File: config.mk
export PLATFORM = sky130hd
export DESIGN_NAME = dock_cfg_sequencer
export DESIGN_NICKNAME = d
export VERILOG_FILES = /design/src/rtl/dock_cfg_sequencer.sv
export SDC_FILE = /design/constraint.sdc
export NUM_CORES = 1
export LEC_CHECK = 0
export BUFFER_PORTS_ARGS = -buffer_cell sky130_fd_sc_hd__clkbuf_2
export CORE_ASPECT_RATIO = 1.25
export CORE_MARGIN = 5
export CORE_UTILIZATION = 60
export CTS_CLUSTER_SIZE = 16
export DETAILED_ROUTE_END_ITERATION = 10
export PLACE_DENSITY = 0.8
export SLEW_MARGIN = 20
export SYNTH_ARGS = -nofsm -noshare
export SYNTH_HDL_FRONTEND = slang
export SYNTH_SLANG_ARGS = --single-unit
File: constraint.sdc
create_clock -name cfg_clk -period 4.9 [get_ports cfg_clk]
set_input_delay 0.49 -clock cfg_clk [delete_from_list [all_inputs] [get_ports cfg_clk]]
set_output_delay 0.49 -clock cfg_clk [all_outputs]
set_load 0.05 [all_outputs]
File: src/rtl/dock_cfg_sequencer.sv
// dock_cfg_sequencer: queues Dock window descriptors and writes each one into
// the decoder window tables as four single-byte cfg writes.
// Ports: cfg_clk, rst_n (async, active-high);
//   desc_valid/desc_ready + desc_win/base/mask/slot/op (descriptor in);
//   cfg_we/cfg_addr/cfg_wdata (decoder cfg port);
//   busy, done (per descriptor), err_range (dropped descriptor).
// Build option DOCK_CFG_READBACK_EN adds cfg_re, cfg_rdata and a sticky
// err_verify, reading each table entry back after it is written.
module dock_cfg_sequencer #(
  parameter int NUM_WIN   = 4,
  parameter int WIN_IDX_W = 4,
  parameter int FIFO_AW   = 2,
  parameter int ADDR_W    = 8
) (
  input  logic                 cfg_clk,
  input  logic                 rst_n,
  input  logic                 desc_valid,
  output logic                 desc_ready,
  input  logic [WIN_IDX_W-1:0] desc_win,
  input  logic [7:0]           desc_base,
  input  logic [7:0]           desc_mask,
  input  logic [7:0]           desc_slot,
  input  logic [7:0]           desc_op,
  output logic                 cfg_we,
  output logic [ADDR_W-1:0]    cfg_addr,
  output logic [7:0]           cfg_wdata,
`ifdef DOCK_CFG_READBACK_EN
  output logic                 cfg_re,
  input  logic [7:0]           cfg_rdata,
  output logic                 err_verify,
`endif
  output logic                 busy,
  output logic                 done,
  output logic                 err_range
);

  localparam int DEPTH = 1 << FIFO_AW;
  localparam logic [FIFO_AW-1:0] PTR_ONE = FIFO_AW'(1);
  localparam logic [FIFO_AW:0]   CNT_ONE = (FIFO_AW+1)'(1);

  typedef struct packed {
    logic [WIN_IDX_W-1:0] win;
    logic [7:0]           base;
    logic [7:0]           mask;
    logic [7:0]           slot;
    logic [7:0]           op;
  } desc_t;

  typedef enum logic [3:0] {
    IDLE, W_BASE, W_MASK, W_SLOT, W_OP
`ifdef DOCK_CFG_READBACK_EN
    , R_BASE, R_MASK, R_SLOT, R_OP, R_LAST
`endif
  } state_t;

  desc_t              mem [DEPTH];
  desc_t              din;
  desc_t              head;
  desc_t              hold;
  state_t             state;
  logic [FIFO_AW-1:0] wr_ptr;
  logic [FIFO_AW-1:0] rd_ptr;
  logic [FIFO_AW:0]   count;
  logic               push;
  logic               pop;
  logic               in_range;

  // Table k of the decoder starts at k*NUM_WIN.
  function automatic logic [ADDR_W-1:0] waddr(
    input logic [WIN_IDX_W-1:0] w,
    input logic [1:0]           k
  );
    waddr = ADDR_W'(k) * ADDR_W'(NUM_WIN) + ADDR_W'(w);
  endfunction

  function automatic logic [7:0] field(
    input desc_t      d,
    input logic [1:0] k
  );
    case (k)
      2'd0:    field = d.base;
      2'd1:    field = d.mask;
      2'd2:    field = d.slot;
      default: field = d.op;
    endcase
  endfunction

  assign din        = {desc_win, desc_base, desc_mask, desc_slot, desc_op};
  assign head       = mem[rd_ptr];
  // count[MSB] is set only at full depth
  assign desc_ready = !count[FIFO_AW] && !rst_n;
  assign push       = desc_valid && desc_ready;
  assign pop        = (state == IDLE) && (count != '0);
  assign in_range   = 32'(head.win) < 32'(NUM_WIN);
  assign busy       = (count != '0) || (state != IDLE);

  always_ff @(posedge cfg_clk) begin
    if (push) mem[wr_ptr] <= din;
  end

  always_ff @(posedge cfg_clk or posedge rst_n) begin
    if (rst_n) begin
      wr_ptr <= '0;
      rd_ptr <= '0;
      count  <= '0;
    end else begin
      if (push) wr_ptr <= wr_ptr + PTR_ONE;
      if (pop)  rd_ptr <= rd_ptr + PTR_ONE;
      case ({push, pop})
        2'b10:   count <= count + CNT_ONE;
        2'b01:   count <= count - CNT_ONE;
        default: count <= count;
      endcase
    end
  end

  always_ff @(posedge cfg_clk or posedge rst_n) begin
    if (rst_n) begin
      state      <= IDLE;
      hold       <= '0;
      cfg_we     <= 1'b0;
      cfg_addr   <= '0;
      cfg_wdata  <= '0;
      done       <= 1'b0;
      err_range  <= 1'b0;
`ifdef DOCK_CFG_READBACK_EN
      cfg_re     <= 1'b0;
      err_verify <= 1'b0;
`endif
    end else begin
      done      <= 1'b0;
      err_range <= 1'b0;
      unique case (state)
        IDLE: begin
          if (pop) begin
            hold <= head;
            if (in_range) begin
              state     <= W_BASE;
              cfg_we    <= 1'b1;
              cfg_addr  <= waddr(head.win, 2'd0);
              cfg_wdata <= field(head, 2'd0);
            end else begin
              err_range <= 1'b1;
            end
          end
        end
        W_BASE: begin
          state     <= W_MASK;
          cfg_addr  <= waddr(hold.win, 2'd1);
          cfg_wdata <= field(hold, 2'd1);
        end
        W_MASK: begin
          state     <= W_SLOT;
          cfg_addr  <= waddr(hold.win, 2'd2);
          cfg_wdata <= field(hold, 2'd2);
        end
        W_SLOT: begin
          state     <= W_OP;
          cfg_addr  <= waddr(hold.win, 2'd3);
          cfg_wdata <= field(hold, 2'd3);
        end
`ifdef DOCK_CFG_READBACK_EN
        W_OP: begin
          state    <= R_BASE;
          cfg_we   <= 1'b0;
          cfg_re   <= 1'b1;
          cfg_addr <= waddr(hold.win, 2'd0);
        end
        // read data lags the read address by one cycle
        R_BASE: begin
          state    <= R_MASK;
          cfg_addr <= waddr(hold.win, 2'd1);
        end
        R_MASK: begin
          state    <= R_SLOT;
          cfg_addr <= waddr(hold.win, 2'd2);
          if (cfg_rdata != field(hold, 2'd0)) err_verify <= 1'b1;
        end
        R_SLOT: begin
          state    <= R_OP;
          cfg_addr <= waddr(hold.win, 2'd3);
          if (cfg_rdata != field(hold, 2'd1)) err_verify <= 1'b1;
        end
        R_OP: begin
          state  <= R_LAST;
          cfg_re <= 1'b0;
          if (cfg_rdata != field(hold, 2'd2)) err_verify <= 1'b1;
        end
        R_LAST: begin
          state <= IDLE;
          done  <= 1'b1;
          if (cfg_rdata != field(hold, 2'd3)) err_verify <= 1'b1;
        end
`else
        W_OP: begin
          state  <= IDLE;
          cfg_we <= 1'b0;
          done   <= 1'b1;
        end
`endif
        default: begin
          state  <= IDLE;
          cfg_we <= 1'b0;
        end
      endcase
    end
  end

endmodule
Word level (Yosys, flattened, before mapping)
Memory sizes are Yosys's and may differ from the RTL's.
Cells that the tools add are included.

word-level totals
  RAM bits = 144
  output and inout bits = 21
  latch bits = 0
  input bits = 39
  bits in read-only memories = 0
  memories kept = 1
  bits in registers = 58
  logic and storage cells = 66

operators by class
  order comparisons = 1
  mux-type cells = 19
  add/subtract/negate cells = 7
  divide/modulo/power cells = 0
  shift-type cells = 0
  reductions and logical operators = 16
  equality and inequality tests = 8
  bitwise gates (word level) = 1
  multiply operators = 0

memories
  name  words  width  read ports  clocked after memory_dff  write ports  RTL line  RTL
  mem   4      36     1           0                         1            56        desc_t mem [DEPTH];

operators by type and width
  cell                                                         count
  one-hot mux 8 bit (4 select lines)                           2
  two-way mux 8 bit                                            4
  one-hot mux 4 bit (4 select lines)                           1
  adder 4 x 4 -> 5 bit (first input constant)                  2
  == test 4 x 2 -> 1 bit (second input constant)               2
  two-way mux 1 bit                                            8
  two-way mux 4 bit                                            2
  nonzero test 4 bit                                           2
  one-hot mux 3 bit (2 select lines)                           1
  AND reduction 3 bit                                          2
  adder 3 x 4 -> 5 bit (first input constant)                  1
  adder 2 x 1 -> 2 bit (second input constant)                 2
  == test 4 x 1 -> 1 bit (second input constant)               1
  == test 4 x 3 -> 1 bit (second input constant)               1
  zero test 4 bit                                              1
  less-than comparator 4 x 3 -> 1 bit (second input constant)  1
  != test 2 bit (second input constant)                        2
  AND reduction 2 bit                                          2
  adder 3 x 1 -> 3 bit (second input constant)                 1
  logical AND 1 bit                                            3
  nonzero test 3 bit                                           1
  OR reduction 3 bit                                           1
  subtractor 3 x 1 -> 3 bit (second input constant)            1
  == test 2 x 1 -> 1 bit (second input constant)               1
  6 further kinds                                              7

Longest topological paths before layout
Gate-level depths: netlist of run 1.

  depth after elaboration = 5
  mapped depth = 10
  mapped depth without buffers = 9

Worst setup path after synthesis of run 1
OpenSTA, ideal clock, no wires.

  path type = input-to-reg
  start point = in rst_n
  end point = mem mem[0][0] in the netlist's numbering, enable pin
  data required time = 4,503 ps
  setup slack = 2,203 ps
  cell stages on the path = 2
  data arrival time = 2,300 ps
  setup time = 397 ps
  buffers on the path = 0
  cells stage by stage = nor2_1 and3_1

on the way
  longest elaborated chain between the ends = 5

RTL lines
  what                                     RTL line  RTL
  start, declared                          16        input logic rst_n,
  zero test 1 bit (no source line)         n/a
  logical AND 1 bit                        91        assign desc_ready = !count[FIFO_AW] && !rst_n;
  logical AND 1 bit                        92        assign push = desc_valid && desc_ready;
  two-way mux 1 bit                        98        if (push) mem[wr_ptr] <= din;
  two-way mux 1 bit (not written as such)  98
  end, declared                            56

Every way passes these cells.

Worst setup path after layout of run 1
  start point = reg rd_ptr[1]
  end point = reg cfg_wdata[1]

on the way
  longest elaborated chain between the ends = 4
  elaborated cells between the ends (all ways) = 7
  those cells by class = order compare (1); eq/ne (1); mux (3); reduce/logical (1); memory (1)

RTL lines
  what                                                                                               RTL line  RTL
  start, declared                                                                                    62        logic [FIFO_AW-1:0] rd_ptr;
  start signal, assigned                                                                             108       if (pop) rd_ptr <= rd_ptr + PTR_ONE;
  memory (4 x 36 bit) (*)                                                                            n/a
  less-than comparator 4 x 3 -> 1 bit / two-way mux 8 bit (equally long branches)                    94, 137
  != test 2 bit (no source line) / two-way mux 8 bit (equally long branches)                         n/a
  AND reduction 3 bit (no source line) / one-hot mux 8 bit (4 select lines) (equally long branches)  n/a
  end signal, assigned                                                                               141       cfg_wdata <= field(head, 2'd0);
  end signal, assigned                                                                               150       cfg_wdata <= field(hold, 2'd1);
  end signal, assigned                                                                               155       cfg_wdata <= field(hold, 2'd2);
  end, declared                                                                                      26        output logic [7:0] cfg_wdata,

Mark *: on every way between the ends. The rest lies on a longest branch, timed or not. The select of a mux whose other input is x is not followed.
A chain may end at the register's enable or synchronous reset.

==> metrics.csv, run 1 <==
metric,value,unit
Tot Pwr,5.62,mW
Post-synth EDFFs,144,
Die Y,137,µm
CTS buffer count,17,
critical path's slowest cell,dfrtp_1,
headroom to the max-slew limit,34.3,%
GPL Wtd Cong,0.797,
worst path cell trace,"mux4_1, o41a_4, o31ai_1",
Post-DP HPWL,8.68,mm
Crit. End Element,register,
fmax,401,MHz
Initial DRC Count,244,
WP data arrival,2810,ps
DRC,0,
NumNets Final,510,
initial core utilization,61.0,%
final worst-path cycle share,50.8,%
port bufs,56,
minimum clock period,2490,ps
Hold Buf Count CTS,0,
Fill cells,778,
placed cell area,8120,µm²
post-CTS setup buffer count,0,
first-pass GRT wire length,22.9,mm
Leak,3.21,nW
Max Slew Vio Count,0,
max-cap violation count,0,
r2r setup slk,2410,ps
Cell Rows,46,
mapped cell area,7690,µm²
number of global-route vias before repair,4145,
Syn Inst Count,402,
endpoints failing setup,0,
"Distinct cells, synth",36,
CP startpoint kind,register,
Skew-Pair Late Insertion Delay,420,ps
Final ANT Viol Nets,0,
Die X,111,µm
peak supply drop,0.318,mV
Worst Hold Class,input pin to asynchronous set/reset pin,
grt ovf,0,
Worst-path clk slew,70,ps
fraction of registers with async set or reset after synthesis,27.3,%
worst-path fanout max,24,
post-synthesis sequential area ratio,73.8,%
n_diodes,0,
total core area,12600,µm²
routed vias/inst,5.82,
Routed WL,14.0,mm
clock sinks,198,
Ys Warns,0,
status,"complete, no violations",
endpoints failing hold,0,
initial antenna violation count,0,
CTS H-tree lvls,4,
vias,3751,
kind of critical path,register to register,
post-DR wirelength/cell,21.7,µm
Slowest Stage Delay on Critical Path,990,ps
drt first pass iters,4,
CTS tree,done,
Crit path required time,5220,ps
Avg Inst Size Synth,19.1,µm²
final clock skew,8.02,ps
share of cells above drive strength 1,33.5,%
Resize count post-CTS,0,
setup TNS,0,ps
Slew @ Worst Pin,985,ps
Die ar.,15200,µm²
power per cell area,644,nW/µm²
Finished Cell Area,8730,µm²
root buffer cell,clkbuf_16,
CTS Buffer Depth,2,
Tot GR Track Use,20.1,%
Most used DFF post-synth,edfxtp_1,
Ports,60,
P&R area growth vs syn,13.6,%
largest net degree at the start of global routing,55,
Yosys reg bits,198,
RSZ-0062 raised after global routing,false,
power by group:
group          leakage, nW  switching (mW)  internal, mW
registers             1.94           0.303          2.14
clock network        0.302           0.580         0.808
logic                0.969           0.972         0.815
total                 3.21            1.86          3.76
layer usage:
| metal | GRT usage (%) | wire length (µm) | up-vias |
|---|---|---|---|
| met1 | 24.6 | 5550 | 1964 |
| met2 | 35.8 | 7630 | 90 |
| li1 | - | - | 1678 |
| met3 | 4.64 | 628 | 19 |
| met4 | 6.56 | 195 | 0 |
| met5 | 0 | 0 | - |
worst paths after layout:
kind,start,endpoint,depth (start not counted)
worst min-delay path,rst_n,wr_ptr[1]$_DFFE_PP0P_,2
worst max register to register,rd_ptr[1]$_DFFE_PP0P_,cfg_wdata[1]$_DFFE_PP0P_,3
worst max-delay path,rd_ptr[1]$_DFFE_PP0P_,cfg_wdata[1]$_DFFE_PP0P_,3
worst min register to register,cfg_wdata[0]$_DFFE_PP0P_,cfg_wdata[0]$_DFFE_PP0P_,2
max in group asynchronous,rst_n,rd_ptr[0]$_DFFE_PP0P_,2
min in group cfg_clk,desc_base[2],mem[1][26]$_DFFE_PP_,1
registers in the layout, summed over array words and instances, names as in the netlist, 2 cells and up:
signal,count
count,3
cfg_addr,5
wr_ptr,2
cfg_wdata,8
hold,28
state,3
mem,144
rd_ptr,2
layout make-up:
type | instances | area [µm²] | area share, %
clock inverters | 8 | 82.6 | 0.946
inverters | 9 | 35.0 | 0.401
well taps | 168 | 210 | 2.41
multi-input cells | 175 | 1870 | 21.4
repair buffers | 63 | 333 | 3.81
flip-flops and latches | 198 | 5680 | 65.0
clock buffers | 24 | 523 | 5.99
logic make-up (layout without fill, tap and decap cells):
| family | Yosys count | in the layout | synth area share (%) |
|---|---|---|---|
| mux | 76 | 76 | 16.3 |
| compound gates | 31 | 31 | 2.77 |
| flops | 198 | 198 | 73.8 |
| simple gates | 52 | 52 | 3.13 |
| buf+inv | 31 | 104 | 1.95 |
| xor+xnor | 6 | 6 | 0.684 |
| other cells | 1 | 3 | 0.0488 |
| fa+ha+maj | 7 | 7 | 1.33 |
worst max-delay path, delay by kind of cell, from the launching register on:
kind	cells	cell delay (ps)
AOI/OAI and AO/OA	2	900
DFF	1	990
muxes	1	480
per-stage QoR:
stage,setup slack [ps],instances,utilization (%),hold slack [ps]
finish,2410,645,69.3,220
floorplan,2200,404,-,460
global placement,2490,613,64.4,469
global route,2310,645,69.3,267
detailed placement,2440,613,64.4,497
CTS,2400,645,69.2,268
layout by cell type (no fill, tap or decap), types with 6 or more instances in the layout:
cell         n
buf_4        7
and3_1       6
nor2_1      13
edfxtp_1   144
clkbuf_16   20
o21ai_0      9
a21oi_1      7
mux2i_1     12
clkbuf_2    56
nand2b_1     7
inv_1        8
dfrtp_1     53
mux4_2      35
mux2_2      28
nand2_1     20
synth_stat cells, drive strengths merged, types with 3 or more instances:
cell / count / area share (%)
edfxtp: 144 / 56
dfrtp: 54 / 18
mux4: 36 / 11
mux2: 28 / 4.1
nand2: 20 / 0.98
buf: 15 / 1.2
nor2: 13 / 0.63
mux2i: 12 / 1.6
inv: 9 / 0.44
o21ai: 9 / 0.59
a21oi: 7 / 0.46
clkbuf: 7 / 0.34
nand2b: 7 / 0.57
and3: 6 / 0.49
ha: 5 / 0.81
o31ai: 5 / 0.55
xnor2: 4 / 0.46
a2bb2oi: 3 / 0.34
o22ai: 3 / 0.24
Power figures use the tool's default switching activity.
==> inputs of run 2 (changes only) <==
Settings changed: CORE_UTILIZATION 60 to 59, PLACE_DENSITY 0.8 to 0.79.
Clock period 4.9 ns to 2.6 ns, I/O delays scaled along.
==> metrics.csv, run 2 (same netlist as run 1, synthesis figures left out) <==
metric,value,unit,change
drt first pass iters,4,,unchanged
total core area,12700,µm²,+0.91%
routed vias/inst,5.87,,+0.88%
RSZ-0062 raised after global routing,false,,
kind of critical path,register to register,,
fmax,455,MHz,+13%
minimum clock period,2200,ps,-291 ps
root buffer cell,clkbuf_16,,
Slowest Stage Delay on Critical Path,480,ps,-510 ps
Die Y,138,µm,+0.78%
port bufs,56,,unchanged
WHS,43.0,ps,-177 ps
status,"complete, no violations",,
number of global-route vias before repair,4271,,+3.0%
Cell Rows,46,,unchanged
Crit path required time,2950,ps,-2270 ps
GR Util met1,24.8,%,+0.22 points
Skew-Pair Late Insertion Delay,430,ps,about the same
CTS H-tree lvls,4,,unchanged
Die X,112,µm,+0.77%
DRC,0,,unchanged
post-DR wirelength/cell,21.9,µm,+1.0%
Largest regs,"mem: 144 flops, hold: 28 flops, cfg_wdata: 8 flops",,
NumNets Final,517,,+1.4%
endpoints failing hold,0,,unchanged
Max Slew Vio Count,0,,unchanged
Post-DP HPWL,8.58,mm,-1.2%
Worst-path clk slew,60,ps,about the same
hold path cells,1,,
n_diodes,0,,unchanged
r2r setup slk,400,ps,-2010 ps
GR Layer Usage met3,5.18,%,+0.54 points
"commonest non-fill, non-tap cells in the layout","144 x edfxtp_1, 56 x clkbuf_2, 53 x dfrtp_1",,
power per cell area,1210,nW/µm²,+88%
post-CTS setup buffer count,0,,unchanged
worst-path fanout max,3,,-88%
CTS Buffer Depth,2,,unchanged
Die ar.,15400,µm²,+1.6%
hold worst-path end,mem[3][15]$_DFFE_PP_,,
CTS buffer count,17,,unchanged
r2r worst-path depth,9,,+6
worst path cell trace,"nor3_1, or4_1, inv_1, ha_1, inv_1, fa_1, xor2_1, nor2_1, xor2_1",,
CTS tree,done,,
grt ovf,0,,unchanged
P&R area growth vs syn,14.8,%,
Routed WL,14.3,mm,+2.1%
clock sinks,198,,unchanged
Resize count post-CTS,0,,unchanged
share of cells above drive strength 1,34.7,%,+1.2 points
initial core utilization,60.4,%,-0.55 points
GRT met2 Usage,34.6,%,-1.3 points
GR peak layer,met2,,
headroom to the max-slew limit,53.8,%,+20 points
Fill cells,807,,+3.7%
Leak,3.23,nW,+0.61%
min-delay src,desc_slot[7],,
peak supply drop,0.563,mV,+77%
Tot GR Track Use,20.4,%,+0.30 points
CP startpoint kind,register,,
max reg flops,144,,unchanged
final clock skew,8.07,ps,+0.0581 ps
Ports,60,,unchanged
GPL Wtd Cong,0.782,,-1.8%
"most common cell after layout, fill and taps aside",edfxtp_1,,
critical path's slowest cell,or4_1,,
Initial DRC Count,249,,+2.0%
Tot Pwr,10.7,mW,+90%
Top reg by flops,mem,,
setup TNS,0,ps,unchanged
Crit. End Element,register,,
first-pass GRT wire length,23.3,mm,+2.0%
Worst Hold Class,input pin to register,,
Reg2Reg Launch Point,count[0]$_DFFE_PP0P_,,
largest net degree at the start of global routing,37,,-33%
vias,3825,,+2.0%
initial antenna violation count,0,,unchanged
endpoints failing setup,0,,unchanged
WP data arrival,2550,ps,-260 ps
Slew @ Worst Pin,691,ps,-294 ps
reg2reg end,count[2]$_DFFE_PP0P_,,
Final ANT Viol Nets,0,,unchanged
max-cap violation count,0,,unchanged
final worst-path cycle share,84.6,%,+34 points
==> run 2: metal layers <==
metal / wire [µm] / vias to the layer above
met3: 963 / 32
met5: 0 / -
li1: - / 1684
met1: 5190 / 1958
met4: 429 / 0
met2: 7720 / 151
==> run 2: worst max path at each step <==
stage	startpoint	end	slack, ps	cells past startpoint
after global placement	count[2]$_DFFE_PP0P_	count[2]$_DFFE_PP0P_	490	9
after detailed placement	count[0]$_DFFE_PP0P_	count[2]$_DFFE_PP0P_	400	9
after global routing	count[0]$_DFFE_PP0P_	count[2]$_DFFE_PP0P_	260	9
final	count[0]$_DFFE_PP0P_	count[2]$_DFFE_PP0P_	400	9
after floorplan	state[2]$_DFFE_PP0P_	count[2]$_DFFE_PP0P_	130	10
after CTS	count[0]$_DFFE_PP0P_	count[2]$_DFFE_PP0P_	390	9
==> run 2: layout make-up <==
cell class	instances	area [µm²]	area share, %
sequential	198	5680	64.3
multi-input combinational	175	1870	21.2
timing repair buffer	70	438	4.96
clock buffer	20	437	4.95
tap	168	210	2.38
clock inverter	12	153	1.73
inverter	9	33.8	0.383
==> run 2: worst max-delay path: cells and delay by family (launching register included) <==
family                   cells  cell delay [ps]
buffers and inverters        2              180
XOR/XNOR                     2              300
flip-flops                   1              400
adder cells (fa/ha/maj)      2              550
AND/OR/NAND/NOR              3              700
==> run 2: power breakdown <==
| group | internal, mW | total, mW | switching [mW] |
|---|---|---|---|
| Sequential | 4.04 | 4.36 | 0.325 |
| Clock | 1.51 | 2.60 | 1.09 |
| Combinational | 1.59 | 3.73 | 2.14 |
==> run 2: per-stage QoR <==
stage | cell area, µm² | setup slack (ps) | utilization (%) | cells
2_1_floorplan | 7700 | 130 | - | 404
3_5_place_dp | 8220 | 397 | 64.6 | 619
3_3_place_gp | 8220 | 487 | 64.6 | 619
5_1_grt | 8820 | 262 | 69.4 | 652
4_1_cts | 8820 | 389 | 69.4 | 652
6_report | 8820 | 400 | 69.4 | 652
==> run 2: what timing repair did <==
| item | 4_1_cts | 5_1_grt |
|---|---|---|
| hold buffers | 1 | 0 |
| setup endpoints to repair | 0 | 0 |
| hold endpoints to repair | 29 | 0 |
==> inputs of run 3 (changes only) <==
Clock period 2.6 ns to 2.2 ns, I/O delays scaled along.
==> metrics.csv, run 3 (same netlist as run 1, synthesis figures left out) <==
metric,value,unit,change
status,"complete, no violations",,
drt first pass iters,4,,unchanged
CP startpoint kind,register,,
clock sinks,198,,unchanged
n_diodes,0,,unchanged
Crit. End Element,register,,
Critical path origin,count[2]$_DFFE_PP0P_,,
CTS Buffer Depth,2,,unchanged
CTS H-tree lvls,4,,unchanged
final clock skew,18.1,ps,+9.98 ps
final worst-path cycle share,94.3,%,+9.7 points
Max Slew Vio Count,0,,unchanged
largest net degree at the start of global routing,37,,unchanged
DRC,0,,unchanged
fmax,482,MHz,+6.0%
max reg flops,144,,unchanged
reg2reg end,count[2]$_DFFE_PP0P_,,
number of global-route vias before repair,4178,,-2.2%
Reg2Reg Launch Point,count[2]$_DFFE_PP0P_,,
CP endpoint,count[2]$_DFFE_PP0P_,,
Crit path required time,2560,ps,-390 ps
Slew @ Worst Pin,662,ps,-29.4 ps
vias,3834,,+0.24%
Leak,3.26,nW,+0.84%
first-pass GRT wire length,23.0,mm,-1.4%
routed vias/inst,5.80,,-1.1%
GR Layer Usage met3,4.31,%,-0.88 points
Tot GR Track Use,20.2,%,-0.23 points
Post-DP HPWL,8.95,mm,+4.3%
Resize count post-CTS,0,,unchanged
Top reg by flops,mem,,
CTS buffer count,17,,unchanged
P&R area growth vs syn,15.9,%,
share of cells above drive strength 1,35.7,%,+0.99 points
Die X,112,µm,unchanged
grt ovf,0,,unchanged
Routed WL,14.5,mm,+1.6%
CTS tree,done,,
max-cap violation count,0,,unchanged
WP data arrival,2440,ps,-110 ps
GPL Wtd Cong,0.767,,-2.0%
minimum clock period,2070,ps,-125 ps
r2r worst-path depth,9,,unchanged
Worst Hold Class,input pin to register,,
Final ANT Viol Nets,0,,unchanged
GR Util met1,24.2,%,-0.62 points
WHS,9.09,ps,-33.9 ps
endpoints failing hold,0,,unchanged
Slowest Stage Delay on Critical Path,470,ps,about the same
Most common cell on crit path,xor2_1,,
endpoints failing setup,0,,unchanged
port bufs,56,,unchanged
power per cell area,1410,nW/µm²,+16%
Worst-path clk slew,70,ps,about the same
initial core utilization,60.4,%,unchanged
Initial DRC Count,301,,+21%
Ports,60,,unchanged
"most common cell after layout, fill and taps aside",edfxtp_1,,
setup TNS,0,ps,unchanged
Largest regs,"mem: 144 flops, hold: 28 flops, cfg_wdata: 8 flops",,
RSZ-0062 raised after global routing,false,,
Die Y,138,µm,unchanged
GRT met2 Usage,36.2,%,+1.6 points
root buffer cell,clkbuf_16,,
headroom to the max-slew limit,55.7,%,+1.9 points
NumNets Final,526,,+1.7%
worst path cell trace,"nor3_1, or4_4, inv_4, ha_4, inv_2, fa_2, xor2_1, nor2_1, xor2_1",,
hold path cells,1,,unchanged
post-DR wirelength/cell,22.0,µm,+0.17%
critical path's slowest cell,or4_4,,
kind of critical path,register to register,,
Cell Rows,46,,unchanged
Skew-Pair Late Insertion Delay,430,ps,about the same
r2r setup slk,130,ps,-280 ps
"commonest non-fill, non-tap cells in the layout","144 x edfxtp_1, 56 x clkbuf_2, 53 x dfrtp_1",,
worst-path fanout max,3,,unchanged
Die ar.,15400,µm²,unchanged
GR peak layer,met2,,
total core area,12700,µm²,unchanged
initial antenna violation count,0,,unchanged
peak supply drop,0.788,mV,+40%
==> run 3: how the worst min path moves through the flow <==
stage	slack [ps]	from	end
2_1_floorplan	320	desc_op[0]	mem[0][0]$_DFFE_PP_
3_3_place_gp	360	rst_n	hold[4]$_DFFE_PP0P_
3_5_place_dp	360	rst_n	hold[4]$_DFFE_PP0P_
4_1_cts	0.7	desc_win[0]	mem[1][32]$_DFFE_PP_
5_1_grt	5	desc_win[0]	mem[3][32]$_DFFE_PP_
6_report	9	desc_win[0]	mem[3][32]$_DFFE_PP_
==> run 3: area by class of cell <==
type	instances	area [µm²]
clock inverter	13	124
fill	782	3810
clock buffer	19	433
timing repair buffer	79	536
multi-input combinational	175	1900
inverter	9	36.3
tap	168	210
sequential	198	5680
==> run 3: per-layer routing <==
layer  share of wire, %  wire, µm  up-vias
li1                   -         -     1714
met1                 37      5340     1987
met2                 56      8190      113
met3                4.8       692       20
met4                2.0       295        0
met5                  0         0        -
==> run 3: metrics by stage <==
step           util, %  instances  power [mW]  area, µm²  worst slack (ps)
3_5_place_dp      64.9        619        9.70       8260               116
3_3_place_gp      64.9        619        9.51       8260               211
6_report          70.1        661        12.6       8910               125
2_1_floorplan        -        404        8.63       7740              2.43
5_1_grt           70.1        661        13.2       8910              25.2
4_1_cts           69.9        659        12.7       8900              97.5
==> run 3: repair_timing <==
item / CTS / global route
setup endpoints to repair: 0 / 1
endpoints found under the hold margin: 50 / 0
hold buffers: 8 / 0
buffers inserted: 0 / 2
==> run 3: where the power goes <==
| part | switching [mW] | internal, mW |
|---|---|---|
| clock | 1.35 | 1.58 |
| combinational | 2.51 | 1.97 |
| sequential | 0.396 | 4.77 |
==> run 3: critical path, delay by kind of cell, from the launching register on <==
kind	cells	cell delay (ps)
flops	1	400
buf+inv	2	130
simple gates	3	720
fa+ha+maj	2	460
xor+xnor	2	290
